<file path="src/rtl/cpu_control_unit.sv">
// Moore fetch/decode/execute sequencer for the CPU_EU datapath and ram7.
// Outputs are registered from the next state and the IR, so each strobe is stable for the whole state.
module cpu_control_unit #(
    parameter logic [6:0] HLT_OP       = 7'h7F,
    parameter bit         ILLEGAL_TRAP = 1'b1
) (
    input  logic        clk,
    input  logic        reset,
    input  logic [15:0] ir,
    input  logic        C,
    input  logic        N,
    input  logic        Z,
    output logic        W_En,
    output logic        S_Sel,
    output logic        adr_sel,
    output logic        pc_ld,
    output logic        pc_inc,
    output logic        ir_ld,
    output logic        mem_w_en,
    output logic [3:0]  FS,
    output logic [2:0]  W_Adr,
    output logic [2:0]  R_Adr,
    output logic [2:0]  S_Adr,
    output logic [3:0]  state
);

    localparam int unsigned OP_W  = 7;
    localparam int unsigned FS_W  = 4;
    localparam int unsigned REG_W = 3;
    localparam logic [FS_W-1:0] FS_PASS_S = FS_W'(1);

    typedef enum logic [3:0] {
        ST_RESET    = 4'h0,
        ST_FETCH    = 4'h1,
        ST_DECODE   = 4'h2,
        ST_ALU      = 4'h3,
        ST_LD       = 4'h4,
        ST_ST       = 4'h5,
        ST_LDI      = 4'h6,
        ST_JMP      = 4'h7,
        ST_BR_TAKE  = 4'h8,
        ST_BR_SKIP  = 4'h9,
        ST_HALT     = 4'hA,
        ST_ILLEGAL  = 4'hB
    } state_t;

    state_t cur_state;
    state_t nxt_state;

    logic [OP_W-1:0]  opcode;
    logic [REG_W-1:0] wa;
    logic [REG_W-1:0] ra;
    logic [REG_W-1:0] sa;

    assign opcode = ir[15:9];
    assign wa     = ir[8:6];
    assign ra     = ir[5:3];
    assign sa     = ir[2:0];

    // C and N are carried for future conditional branches; only Z steers today.
    logic unused_flags;
    assign unused_flags = C ^ N;

    logic             nx_w_en;
    logic             nx_s_sel;
    logic             nx_adr_sel;
    logic             nx_pc_ld;
    logic             nx_pc_inc;
    logic             nx_ir_ld;
    logic             nx_mem_w_en;
    logic [FS_W-1:0]  nx_fs;
    logic [REG_W-1:0] nx_w_adr;
    logic [REG_W-1:0] nx_r_adr;
    logic [REG_W-1:0] nx_s_adr;

    // Next-state selection; flags are only consulted while in DECODE.
    always_comb begin
        nxt_state = ST_RESET;
        case (cur_state)
            ST_RESET:  nxt_state = ST_FETCH;
            ST_FETCH:  nxt_state = ST_DECODE;
            ST_DECODE: begin
                if (opcode <= 7'h0F) begin
                    nxt_state = ST_ALU;
                end else begin
                    case (opcode)
                        7'h10:   nxt_state = ST_LD;
                        7'h11:   nxt_state = ST_ST;
                        7'h12:   nxt_state = ST_LDI;
                        7'h13:   nxt_state = ST_JMP;
                        7'h14:   nxt_state = Z ? ST_BR_TAKE : ST_BR_SKIP;
                        7'h15:   nxt_state = Z ? ST_BR_SKIP : ST_BR_TAKE;
                        default: begin
                            if (opcode == HLT_OP) begin
                                nxt_state = ST_HALT;
                            end else if (ILLEGAL_TRAP) begin
                                nxt_state = ST_ILLEGAL;
                            end else begin
                                nxt_state = ST_FETCH;
                            end
                        end
                    endcase
                end
            end
            ST_ALU, ST_LD, ST_ST, ST_LDI, ST_JMP, ST_BR_TAKE, ST_BR_SKIP:
                nxt_state = ST_FETCH;
            ST_HALT:    nxt_state = ST_HALT;
            ST_ILLEGAL: nxt_state = ST_ILLEGAL;
            default:    nxt_state = ST_RESET;
        endcase
    end

    // Strobe decode for the state about to be entered.
    always_comb begin
        nx_w_en     = 1'b0;
        nx_s_sel    = 1'b0;
        nx_adr_sel  = 1'b0;
        nx_pc_ld    = 1'b0;
        nx_pc_inc   = 1'b0;
        nx_ir_ld    = 1'b0;
        nx_mem_w_en = 1'b0;
        nx_fs       = '0;
        nx_w_adr    = '0;
        nx_r_adr    = '0;
        nx_s_adr    = '0;
        case (nxt_state)
            ST_FETCH: begin
                nx_ir_ld  = 1'b1;
                nx_pc_inc = 1'b1;
            end
            ST_ALU: begin
                nx_fs    = ir[12:9];
                nx_w_adr = wa;
                nx_r_adr = ra;
                nx_s_adr = sa;
                nx_w_en  = 1'b1;
            end
            ST_LD: begin
                nx_adr_sel = 1'b1;
                nx_r_adr   = ra;
                nx_s_sel   = 1'b1;
                nx_fs      = FS_PASS_S;
                nx_w_adr   = wa;
                nx_w_en    = 1'b1;
            end
            ST_ST: begin
                nx_adr_sel  = 1'b1;
                nx_r_adr    = wa;
                nx_s_adr    = ra;
                nx_fs       = FS_PASS_S;
                nx_mem_w_en = 1'b1;
            end
            ST_LDI: begin
                nx_s_sel  = 1'b1;
                nx_fs     = FS_PASS_S;
                nx_w_adr  = wa;
                nx_w_en   = 1'b1;
                nx_pc_inc = 1'b1;
            end
            ST_JMP, ST_BR_TAKE: begin
                nx_pc_ld = 1'b1;
            end
            ST_BR_SKIP: begin
                nx_pc_inc = 1'b1;
            end
            default: begin
            end
        endcase
    end

    always_ff @(posedge clk) begin
        if (reset) begin
            cur_state <= ST_RESET;
            W_En      <= 1'b0;
            S_Sel     <= 1'b0;
            adr_sel   <= 1'b0;
            pc_ld     <= 1'b0;
            pc_inc    <= 1'b0;
            ir_ld     <= 1'b0;
            mem_w_en  <= 1'b0;
            FS        <= '0;
            W_Adr     <= '0;
            R_Adr     <= '0;
            S_Adr     <= '0;
        end else begin
            cur_state <= nxt_state;
            W_En      <= nx_w_en;
            S_Sel     <= nx_s_sel;
            adr_sel   <= nx_adr_sel;
            pc_ld     <= nx_pc_ld;
            pc_inc    <= nx_pc_inc;
            ir_ld     <= nx_ir_ld;
            mem_w_en  <= nx_mem_w_en;
            FS        <= nx_fs;
            W_Adr     <= nx_w_adr;
            R_Adr     <= nx_r_adr;
            S_Adr     <= nx_s_adr;
        end
    end

    assign state = cur_state;

endmodule

</file>
<file path="config.mk">
export PLATFORM = sky130hd
export DESIGN_NAME = cpu_control_unit
export DESIGN_NICKNAME = d
export VERILOG_FILES = /design/src/rtl/cpu_control_unit.sv
export SDC_FILE = /design/constraint.sdc
export NUM_CORES = 1
export LEC_CHECK = 0
export BUFFER_PORTS_ARGS = -buffer_cell sky130_fd_sc_hd__buf_2
export CORE_MARGIN = 2
export CORE_UTILIZATION = 46
export DETAILED_ROUTE_END_ITERATION = 10
export PLACE_DENSITY = 0.78
export SETUP_SLACK_MARGIN = 0.15
export SLEW_MARGIN = 20
export SYNTH_ARGS = -nofsm -noshare
export SYNTH_HDL_FRONTEND = slang
export SYNTH_SLANG_ARGS = --single-unit
</file>
<file path="constraint.sdc">
create_clock -name clk -period 2.55 [get_ports clk]
set_input_delay 0.51 -clock clk [delete_from_list [all_inputs] [get_ports clk]]
set_output_delay 0.51 -clock clk [all_outputs]
set_load 0.03 [all_outputs]
</file>
== Word-level counts from Yosys, hierarchy flattened ==
Index checks and enable logic that the tools add are counted.

* Output and inout bits: 24
* Register bits after elaboration: 24
* Logic and storage cells: 66

* Muxes and demuxes: 16
* Order comparisons: 1
* Eq/ne operators: 26
* Bitwise logic cells: 1
* Reduce and logical (&&, ||, !) cells: 10

{| class="wikitable"
|+ Operator list
! operator !! number
|-
| equality test 7 x 5 -> 1 bit (second input constant) || 6
|-
| equality test 4 x 3 -> 1 bit (second input constant) || 8
|-
| equality test 4 bit (second input constant) || 6
|-
| one-hot mux 4 bit (6 select lines) || 1
|-
| one-hot mux 4 bit (5 select lines) || 1
|-
| equality test 4 x 2 -> 1 bit (second input constant) || 3
|-
| one-hot mux 3 bit (2 select lines) || 2
|-
| 2-to-1 mux 1 bit || 10
|-
| OR reduction 2 bit || 5
|-
| OR reduction 3 bit || 3
|-
| equality test 4 x 1 -> 1 bit (second input constant) || 2
|-
| one-hot mux 4 bit (2 select lines) || 1
|-
| OR reduction 8 bit || 1
|-
| equality test 7 bit (second input constant) || 1
|-
| less-or-equal comparator 7 x 4 -> 1 bit (second input constant) || 1
|-
| zero test 4 bit || 1
|-
| 2-to-1 mux 4 bit || 1
|-
| inverter 1 bit || 1
|}

== Logic depth before layout (Yosys ltp) ==
* Depth in word-level cells: 9
* Depth in mapped cells: 7
* Depth with buffers taken out: 6

== Worst setup path before layout ==
Ideal clock, no wire load.

* Path kind: input port to flip-flop
* Start point: in ir[12]
* End point: reg pc_inc
* Slack: 592 ps
* Cell stages on the path: 6
* Library setup time: 131 ps
* Data required time: 2419 ps
* Buffers on the path: 1
* Arrival: 1826 ps
* Cells stage by stage: or4b_1 > a211oi_1 > a211o_2 > buf_4 > a31oi_1 > nor3b_1

* Longest elaborated chain between the ends: 8

{| class="wikitable"
|+ RTL lines
! element !! RTL line !! RTL
|-
| start, declared || 9 || <nowiki>input logic [15:0] ir,</nowiki>
|-
| equality test 7 bit || 94 || <nowiki>if (opcode == HLT_OP) begin</nowiki>
|-
| 2-to-1 mux 1 bit || 94 ||
|-
| one-hot mux 4 bit (6 select lines) || 86 || <nowiki>case (opcode)</nowiki>
|-
| 2-to-1 mux 4 bit (*) || 83 || <nowiki>if (opcode <= 7'h0F) begin</nowiki>
|-
| one-hot mux 4 bit (5 select lines) (*) || 79 || <nowiki>case (cur_state)</nowiki>
|-
| equality test 4 x 3 -> 1 bit, or another cell as far along || 126 || <nowiki>case (nxt_state)</nowiki>
|-
| OR reduction 3 bit (no line) (*) || - ||
|-
| 2-to-1 mux 1 bit (*) || 126 ||
|-
| end signal, assigned || 191 || <nowiki>pc_inc <= nx_pc_inc;</nowiki>
|-
| end, declared || 17 || <nowiki>output logic pc_inc,</nowiki>
|}

Every way passes the cells marked *; elsewhere a longest branch is shown, timed or not.
A chain may end at the register's enable or synchronous reset.

== Final worst setup path ==
* Start point: reg cur_state[3] (netlist: state[3])
* End point: reg R_Adr[1]

* Longest elaborated chain between the ends: 6

{| class="wikitable"
|+ RTL lines
! element !! RTL line !! RTL
|-
| start, declared || 47 || <nowiki>state_t cur_state;</nowiki>
|-
| start signal, assigned || 186 || <nowiki>cur_state <= nxt_state;</nowiki>
|-
| equality test 4 x 2 -> 1 bit, or another cell as far along || 79 ||
|-
| OR reduction 8 bit (no line) || - ||
|-
| one-hot mux 4 bit (5 select lines) (*) || 79 ||
|-
| equality test 4 x 2 -> 1 bit or equality test 4 x 3 -> 1 bit (tied branches) || 126 ||
|-
| OR reduction 2 bit (no line) || - ||
|-
| one-hot mux 3 bit (2 select lines) (*) || 126 ||
|-
| end signal, assigned || 196 || <nowiki>R_Adr <= nx_r_adr;</nowiki>
|-
| end, declared || 22 || <nowiki>output logic [2:0] R_Adr,</nowiki>
|}

Marks and branches as above.

==> reports/metrics.cfg <==
[synth]
ys_ff_latch = 24
synthArstFlopShare = 0
synth_nets = 137
synth-seq-area-share = 0.4496
yosys_warnings = 0
synth-edff-count = 0
ys_types = 41
synthCells = 116
ys.flop_type = dfxtp_1
synth_area_sq_um = 1069
synth.avg_cell_area_sq_um = 9.211

[final_layout]
fill_cells = 212
drive_above_1_share = 0.3439
nets = 179
layout_common_cells = 42 x buf_2, 24 x dfxtp_1, 8 x nor2_1, 8 x nand2_1, 7 x a21oi_1
antennaDiodeCount = 0
syn2layout_area_growth_pct = 23.30
fin_cells = 185
mostFrequentLayoutCell = buf_2

[worst_hold_path]
hold_class = in -> reg
holdPathStages = 3
worstHoldStart = ir[1]
worstHoldEndpoint = S_Adr[1]

[global_routing]
globalRouteOverflowTotal = 0
grt_max_degree = 14
grt_pass1_wl_microns = 3877
grt_pass1_vias = 915
antenna_found_initial = 0
grtUsageTotal = 0.1889

[detailed_routing]
vias = 1020
drc_errors = 0
final_antenna_net_count = 0
drt_iter0_markers = 21
drt-total-wl_microns = 2460
routedWlPerCell_microns = 13.30
firstDrtPassIters = 4
viasPerCell = 5.514

[run]
maxCapViolCount = 0

[placement]
dp.cells = 181
post-dp-hpwl_microns = 1891
gp_congestion = 0.8225
dp_slack_ns = 0.3896
portBuffers = 42

[setup_path]
crit_chain = or4b_1 > nor3_2 > o21a_1 > o221ai_1 > a21oi_1
crit_path_top_delay_cell = or4b_1
startpoint = state[3]
cp_max_fo = 10
endpoint_kind = register
reg2reg_to = R_Adr[1]
rrSetupSlack_ns = 0.51
r2r_start = state[3]
crit_family = simple AND/OR/NAND/NOR gates
critPathBufInv = 0
slowest_delay_ns = 0.66
critPathLaunchType = register
reg2regPathDepth = 5
arrival_ns = 2.28
crit_required_ns = 2.79
worst-setup-path-type = reg -> reg

[power]
p_sw_mw = 0.2811
cellInternalPower_mw = 0.5713
p_seq_frac = 0.491
clockPowerShare = 0.230
p_leak_nw = 0.6094
vdd_drop_max_v = 0.0004105
swShare = 0.3298
power.density_nw_per_um2 = 646.9
comb_power_share = 0.280

[floorplan]
fp.dieW_microns = 52.20
core-area_sq_um = 2212
die_y_microns = 52.20
row_count = 17
start_util = 0.4830
pin_count = 45
die_area_sq_um = 2724

[sta]
fin_crit_sh = 0.7986
fmax_mhz = 491.0
clock-skew-final_ns = 0.001952
hold_viol_final = 0
worst_slew_pin_slew_ns = 0.4866
period_minus_slack_ns = 2.037
fin_tns_setup_ns = 0
rsz0062_at_grt = false
hold_slack_ns = 0.4318
drv_slew = 0
setup_ws_ns = 0.5135
setup-violations-final = 0
relSlewSlack = 0.6731

[cts]
cts_resized = 0
clock_sinks = 24
h-tree-depth = 1
cts_hold_buf = 0
cts_setup_buffers = 0
clk_latency_ns = 0.30
clock_path_buffers = 2
clk_pin_slew_worst_paths_ns = 0.13
cts-root-buf = clkbuf_4
cts_made_buffers = 3
cts_tree = yes

[status]
status = complete, no violations

registers in the layout (all words and copies together), names as in the netlist:
signal / cells
FS: 4
R_Adr: 3
S_Adr: 3
S_Sel: 1
W_Adr: 3
W_En: 1
adr_sel: 1
ir_ld: 1
mem_w_en: 1
pc_inc: 1
pc_ld: 1
state: 4
synthesized netlist by cell type (2+ instances only):
library cell  instances  area share
dfxtp_1              24        0.45
nand2_1               8       0.028
nor2_1                8       0.028
a21oi_1               7       0.033
nand4_1               6       0.035
inv_1                 5       0.018
nor2b_1               5       0.029
nand2b_1              4       0.023
a211oi_1              3       0.021
a21boi_1              3       0.021
nor3_1                3       0.014
nor3b_1               3       0.021
o221ai_1              3       0.025
a21o_1                2       0.014
a31oi_1               2       0.012
buf_2                 2      0.0094
mux2i_1               2       0.019
o21ai_0               2      0.0094
or4b_1                2       0.019
final cells by class:
cell class,instances,area [sq um],area share
Multi-Input combinational cell,82,536.8,0.4074
Clock buffer,4,36.28,0.02754
Sequential cell,24,480.5,0.3647
Timing Repair Buffer,42,210.2,0.1595
Inverter,5,18.77,0.01425
Tap cell,28,35.03,0.02659
worst register-to-register path, stage by stage, from the launching register on:
cell and delay [ns]:
dfxtp_1 0.41, or4b_1 0.66, nor3_2 0.22, o21a_1 0.34
o221ai_1 0.18, a21oi_1 0.17
cell families after synthesis:
logic type	Yosys count	share of synthesized area
AOI/OAI and AO/OA	31	0.2108
buffers and inverters	10	0.04801
muxes	2	0.01874
and+or+nand+nor	49	0.2728
DFF	24	0.4496
per-stage QoR:
| step | cell area [sq um] | utilization | total power [mW] |
|---|---|---|---|
| after floorplan | 1069 | - | 0.5988 |
| after global placement | 1281 | 0.5792 | 0.6561 |
| after detailed placement | 1281 | 0.5792 | 0.6633 |
| after CTS | 1318 | 0.5956 | 0.8547 |
| after global routing | 1318 | 0.5956 | 0.8946 |
| final | 1318 | 0.5956 | 0.8524 |
worst max path at each step:
stage	endpoint	slack, ns	cells past startpoint
2_1_floorplan	pc_inc	0.59	6
3_3_place_gp	R_Adr[0]	0.41	6
3_5_place_dp	pc_inc	0.39	6
4_1_cts	R_Adr[1]	0.53	5
5_1_grt	R_Adr[0]	0.40	5
6_report	R_Adr[1]	0.51	5
power by group through the flow:
stage                     Combinational (mW)  Clock, mW  Sequential, mW
after global placement                 0.232          0           0.424
after global routing                   0.258      0.215           0.421
after detailed placement               0.236          0           0.427
after CTS                              0.237      0.199           0.418
final                                  0.238      0.196           0.418
after floorplan                        0.125          0           0.474
per-layer routing:
layer | routed length, microns | vias to the layer above | track usage
li1 | - | 504 | -
met1 | 1062 | 470 | 0.2262
met2 | 1229 | 42 | 0.3397
met3 | 145 | 4 | 0.02857
met4 | 23 | 0 | 0.06838
met5 | 0 | - | 0
Note: power is estimated with default switching activity, not from simulation.
